<file path="src/rtl/binary_div_18_9_uni.sv">
// binary_div_18_9_uni
//   Unsigned sequential radix-2 restoring divider. Divides an 18-bit dividend
//   by a 9-bit divisor and produces an 18-bit quotient and a 9-bit remainder.
//   It retires one quotient bit per enabled clock.
//
//   Handshake: the divider accepts start only while idle with en=1.
//   busy is high whenever the FSM is not IDLE. done is high for exactly one
//   enabled cycle, while the result is presented. Q, R and div_by_zero then
//   hold until the next result is written. en=0 freezes every register, so a
//   done strobe that is already high stays high during the stall.
//
// Ports
//   clk          in   rising-edge clock
//   rst_n        in   asynchronous active-low reset
//   en           in   clock enable / global stall
//   start        in   request, sampled only in IDLE with en=1
//   A            in   dividend, captured on an accepted start
//   B            in   divisor, captured on an accepted start
//   Q            out  quotient (all ones on divide-by-zero)
//   R            out  remainder (zero on divide-by-zero)
//   busy         out  FSM not in IDLE
//   done         out  one-cycle result strobe
//   div_by_zero  out  qualifies the Q/R currently held
module binary_div_18_9_uni #(
    parameter int DW = 18,
    parameter int VW = 9
) (
    input  logic          clk,
    input  logic          rst_n,
    input  logic          en,
    input  logic          start,
    input  logic [DW-1:0] A,
    input  logic [VW-1:0] B,
    output logic [DW-1:0] Q,
    output logic [VW-1:0] R,
    output logic          busy,
    output logic          done,
    output logic          div_by_zero
);

    localparam int CW = $clog2(DW);

    typedef enum logic [1:0] {
        IDLE = 2'd0,
        CALC = 2'd1,
        DONE = 2'd2
    } state_t;

    state_t        state;
    state_t        state_next;

    // dvd starts out holding the dividend. Each quotient bit enters at the LSB
    // as a dividend bit leaves at the MSB. After DW steps, dvd holds the
    // quotient.
    logic [DW-1:0] dvd;
    logic [VW-1:0] rem;
    logic [VW-1:0] div_reg;
    logic [CW-1:0] cnt;

    // The shifted partial remainder needs one extra bit so that it cannot
    // overflow before the compare. After a successful subtract the result
    // is below the divisor, so VW bits are enough to store it.
    logic [VW:0]   rem_shift;
    logic [VW:0]   diff;
    logic          ge;
    logic [VW-1:0] rem_next;
    logic          last_iter;
    logic          diff_msb_unused;

    assign rem_shift       = {rem, dvd[DW-1]};
    assign diff            = rem_shift - {1'b0, div_reg};
    assign ge              = (rem_shift >= {1'b0, div_reg});
    assign rem_next        = ge ? diff[VW-1:0] : rem_shift[VW-1:0];
    assign last_iter       = (cnt == CW'(DW - 1));
    assign diff_msb_unused = diff[VW];

    assign busy = (state != IDLE);
    assign done = (state == DONE);

    // State register
    always_ff @(posedge clk or negedge rst_n) begin
        if (!rst_n) begin
            state <= IDLE;
        end else if (en) begin
            state <= state_next;
        end
    end

    // Next-state logic
    always_comb begin
        state_next = state;
        case (state)
            IDLE: begin
                if (start) begin
                    // A zero divisor skips the iterations and goes straight to the result.
                    state_next = (B != '0) ? CALC : DONE;
                end
            end
            CALC: begin
                if (last_iter) begin
                    state_next = DONE;
                end
            end
            DONE: begin
                state_next = IDLE;
            end
            default: begin
                state_next = IDLE;
            end
        endcase
    end

    // Datapath and result registers
    always_ff @(posedge clk or negedge rst_n) begin
        if (!rst_n) begin
            dvd         <= '0;
            rem         <= '0;
            div_reg     <= '0;
            cnt         <= '0;
            Q           <= '0;
            R           <= '0;
            div_by_zero <= 1'b0;
        end else if (en) begin
            case (state)
                IDLE: begin
                    if (start) begin
                        div_reg <= B;
                        if (B != '0) begin
                            dvd <= A;
                            rem <= '0;
                            cnt <= '0;
                        end else begin
                            Q           <= '1;
                            R           <= '0;
                            div_by_zero <= 1'b1;
                        end
                    end
                end
                CALC: begin
                    dvd <= {dvd[DW-2:0], ge};
                    rem <= rem_next;
                    cnt <= cnt + 1'b1;
                    if (last_iter) begin
                        Q           <= {dvd[DW-2:0], ge};
                        R           <= rem_next;
                        div_by_zero <= 1'b0;
                    end
                end
                default: begin
                end
            endcase
        end
    end

endmodule
</file>
<file path="config.mk">
export PLATFORM = sky130hd
export DESIGN_NAME = binary_div_18_9_uni
export DESIGN_NICKNAME = d
export VERILOG_FILES = /design/src/rtl/binary_div_18_9_uni.sv
export SDC_FILE = /design/constraint.sdc
export NUM_CORES = 1
export LEC_CHECK = 0
export BUFFER_PORTS_ARGS = -buffer_cell sky130_fd_sc_hd__clkbuf_2
export CORE_AREA = 2 2 106 108
export CTS_BUF_LIST = sky130_fd_sc_hd__clkbuf_8
export CTS_CLUSTER_DIAMETER = 50
export DETAILED_ROUTE_END_ITERATION = 8
export DIE_AREA = 0 0 108 110
export GPL_TIMING_DRIVEN = 0
export PLACE_DENSITY_LB_ADDON = 0.08
export SLEW_MARGIN = 40
export SYNTH_ARGS = -nofsm -noshare
export SYNTH_HDL_FRONTEND = slang
export SYNTH_SLANG_ARGS = --single-unit
export TNS_END_PERCENT = 10
</file>
<file path="constraint.sdc">
create_clock -name clk -period 2.05 [get_ports clk]
set_clock_uncertainty 0.1 [all_clocks]
set_input_delay 0.3075 -clock clk [delete_from_list [all_inputs] [get_ports clk]]
set_output_delay 0.3075 -clock clk [all_outputs]
set_load 0.05 [all_outputs]
</file>
==> impl_summary.log <==
INFO  metric status = complete, but fails checks
INFO  metric violated_checks = setup timing
INFO  metric placed_cell_area = around 4200 um^2
INFO  metric worst_setup_path_end_kind = register
INFO  metric synth_top_cell_area_share = about half
INFO  metric final_antenna_net_count = 0
INFO  metric post_route_cells_drive_above_1_share = roughly a third
INFO  metric pwr-share-comb = ~56%
INFO  metric ios = just over 60
INFO  metric worst_setup_path_start_kind = register
INFO  metric max_slew.worst_pin.slew = 0.536 ns
INFO  metric number_of_antenna_violations_at_the_first_check_in_global_routing = 0
INFO  metric postSynthCellCount = 336
INFO  metric io_buffers = 60
INFO  metric design_area = ~4600 um^2
INFO  metric count_of_flip_flops_with_a_built_in_enable_after_synthesis = 0
INFO  metric post-place-cells = 537
INFO  metric finalCritPeriodShare = 104%
INFO  metric layout_commonest_cell = dfrtp_1
INFO  metric final_period_minus_worst_setup_slack = 2.13 ns
INFO  metric hold_start = B[7]
INFO  metric most_frequent_cells_in_the_layout = dfrtp_1, clkbuf_2, nand2_1
INFO  metric maxSlewViolCount = 0
INFO  metric crit_path_max_fanout = 7
INFO  metric row_count = 38
INFO  metric max-vdd-ir-drop = around 0.8 mV
INFO  metric area.growth.synth_to_final = 24.9%
INFO  metric routedWlPerCell = between 15 and 20 um
INFO  metric fin_hold_ws = 0.0983 ns
INFO  metric worst_setup_path_startpoint = div_reg[0]$_DFFE_PN0P_
INFO  metric antennaDiodeCount = 0
INFO  metric grt-ovfl-total = 0
INFO  metric dieWidth = roughly 110 um
INFO  metric post-dp-hpwl = a little under 7000 um
INFO  metric max_stage_delay = 0.42 ns
INFO  metric dr_total_vias = roughly 2.9k
INFO  metric mappedNetlistNets = around 380
INFO  metric numCtsBuffers = 9
INFO  metric htree_levels = 3
INFO  metric power.internal = roughly 4.5 mW
INFO  metric nets = approximately 460
INFO  metric yosys_register_bits = roughly 70
INFO  metric post_synth.cell_area_avg = about 11 um^2
INFO  metric finish.cell_count_without_fillers = between 500 and 600
INFO  metric post_synth_num_cell_types = 55
INFO  metric cts_max_path_buffers = 2
INFO  metric cts_tree = yes
INFO  metric worstPathCellList = ha_4 > fa_2 > nand2b_4 > a21oi_4 > o21ai_4 > buf_6 > a32oi_1 > o31ai_1
INFO  metric clk-insertion-delay-late = 0.36 ns
INFO  metric slew_headroom = about 64%
INFO  metric async_reset_ff_share = 100%
INFO  metric detailedRoute.firstPassIterationCount = 4
INFO  metric postLayoutSetupSlackWorst = -0.0776 ns
INFO  metric die_area = ~12000 um^2
INFO  metric power.density = roughly 1900 nW/um^2
INFO  metric setup_viol_count_final = 16
INFO  metric initial_utilization = between 30% and 40%
INFO  metric drt_iter0_drc = 88
INFO  metric clock_tree.root_cell = clkbuf_8
INFO  metric grt_first_pass_wirelength = ~16000 um
INFO  metric groute.usage.overall = approximately 17%
INFO  metric p_sw_share = between 40% and 50%
INFO  metric synth_area_leader_cell = dfrtp_1
INFO  metric numClockSinks = 71
INFO  metric cp.buffers_inverters = 1
INFO  metric critPathArrivalTime = around 2.3 ns
INFO  metric route.final.wire_length = between 9000 and 10000 um
INFO  metric reg_top3 = Q: 18 flops, dvd: 18 flops
INFO  metric worstReg2RegStart = div_reg[0]$_DFFE_PN0P_
INFO  metric rsz0062_at_grt = true
INFO  metric total_switching_power = just over 4 mW
INFO  metric worst-setup-path-type = reg -> reg
INFO  metric vias_per_cell = between 5 and 6
INFO  metric finalHoldViolations = 0
INFO  metric drc = 0
INFO  metric holdCritPathClass = in -> reg
INFO  metric share_seq_of_total_power = approximately 29%
INFO  metric p_clk_share = between 10% and 20%
INFO  metric worst_path_dominant_cell_family = compound AO/OA/AOI/OAI gates
INFO  metric post_synth_top_flop = dfrtp_1
INFO  metric netlist_area_before_placement = ~3700 um^2
INFO  metric grt_pass1_vias = roughly 3k
INFO  metric critical_path.slowest_cell = dfrtp_1
INFO  metric die_y = 110 um
INFO  metric synthesis.yosys.warnings = 0
INFO  metric routabilityCongestion = 0.757
INFO  metric ys_top_cells_by_area = dfrtp_1, mux2i_1, nand2_1, o22a_1, ha_1
INFO  metric core_area = 10700 um^2
INFO  metric synth_sequential_area_ratio = 48.6%
INFO  metric maximum_number_of_pins_on_one_net_before_global_route_repair = between 40 and 50
INFO  metric timing.fmax = between 400 and 500 MHz
INFO  metric p_leak = approximately 2.1 nW
INFO  metric timing.critical_path.required = about 2.2 ns
INFO  metric max_cap_violations = 0
INFO  metric clkSlewWorstSetupHoldPaths = 0.08 ns
## final timing paths
check                                    endpoint  slack, ns  depth (start not counted)
min in group asynchronous     dvd[14]$_DFFE_PN0P_       0.29                          2
min                        div_reg[7]$_DFFE_PN0P_        0.1                          2
max in group asynchronous      rem[1]$_DFFE_PN0P_       1.05                          3
max reg2reg                    rem[7]$_DFFE_PN0P_      -0.08                          8
min reg2reg                      R[3]$_DFFE_PN0P_       0.39                          2
max                            rem[7]$_DFFE_PN0P_      -0.08                          8
## logic make-up (layout without fill, tap and decap cells)
| kind of cell | after synthesis | after routing | share of synthesized area (%) |
|---|---|---|---|
| AOI/OAI and AO/OA | 92 | 92 | 19.6 |
| xor gates and xnor gates | 6 | 6 | 1.44 |
| adders and majority gates | 12 | 12 | 4.31 |
| buffers and inverters | 29 | 113 | 4.69 |
| DFF | 71 | 71 | 48.6 |
| muxes | 27 | 27 | 7.70 |
| and+or+nand+nor | 99 | 99 | 13.7 |
## through the flow
stage / setup TNS (ns) / setup slack (ns) / total power [mW] / utilization (%)
after global placement: -11.92 / -0.254 / 6.97 / 38.8
after floorplan: 0 / 0.00209 / 5.90 / -
after global routing: -2.19 / -0.162 / 9.24 / 42.7
after detailed placement: -3.88 / -0.278 / 7.04 / 39.1
after CTS: -0.639 / -0.0672 / 8.57 / 42.2
final: -0.723 / -0.0776 / 8.64 / 42.7
## timing repair
| action | CTS | global route |
|---|---|---|
| cloned | 1 | 0 |
| hold endpoints to repair | 29 | 0 |
| setup endpoints to repair | 20 | 20 |
| buffers inserted | 4 | 2 |
| pin swaps | 5 | 4 |
| resized for setup | 16 | 7 |
| hold buffers | 1 | 0 |
## final cells by class
cell class              count  area [um^2]
clock inverters             6         93.8
fillers                  1102         6130
flip-flops and latches     71         1780
plain buffers              16          123
clock buffers               9          124
repair buffers             69          397
multi-input cells         236         1830
well taps                 140          175
inverters                  13         48.8
## power by group through the flow
stage	combinational, mW	sequential [mW]	clock (mW)
floorplan	2.63	3.27	0
global placement	4.48	2.49	0
detailed placement	4.53	2.50	0
CTS	4.78	2.49	1.30
global route	5.29	2.58	1.36
finish	4.87	2.49	1.28
## synth_stat cells, types with 3 or more instances
library cell / count
a32o_1: 5
nor2_1: 19
a21o_1: 3
o21ai_0: 5
inv_1: 13
nand4_1: 9
buf_2: 5
o21ai_1: 21
nand3_1: 5
buf_6: 5
a21oi_1: 3
a21oi_2: 4
mux2_2: 9
o22a_1: 17
nor3_1: 4
nand2b_1: 4
dfrtp_1: 71
nand2_2: 3
nand2_1: 40
buf_4: 5
o211ai_1: 6
ha_1: 11
o31ai_1: 8
xor2_1: 4
mux2i_1: 18
## routing by layer
layer	wire (um)	global-route usage (%)
met5	0	0
met4	117	5.77
met3	314	2.59
met2	4540	27.2
met1	4790	25.1
Power figures use the tool's default switching activity.
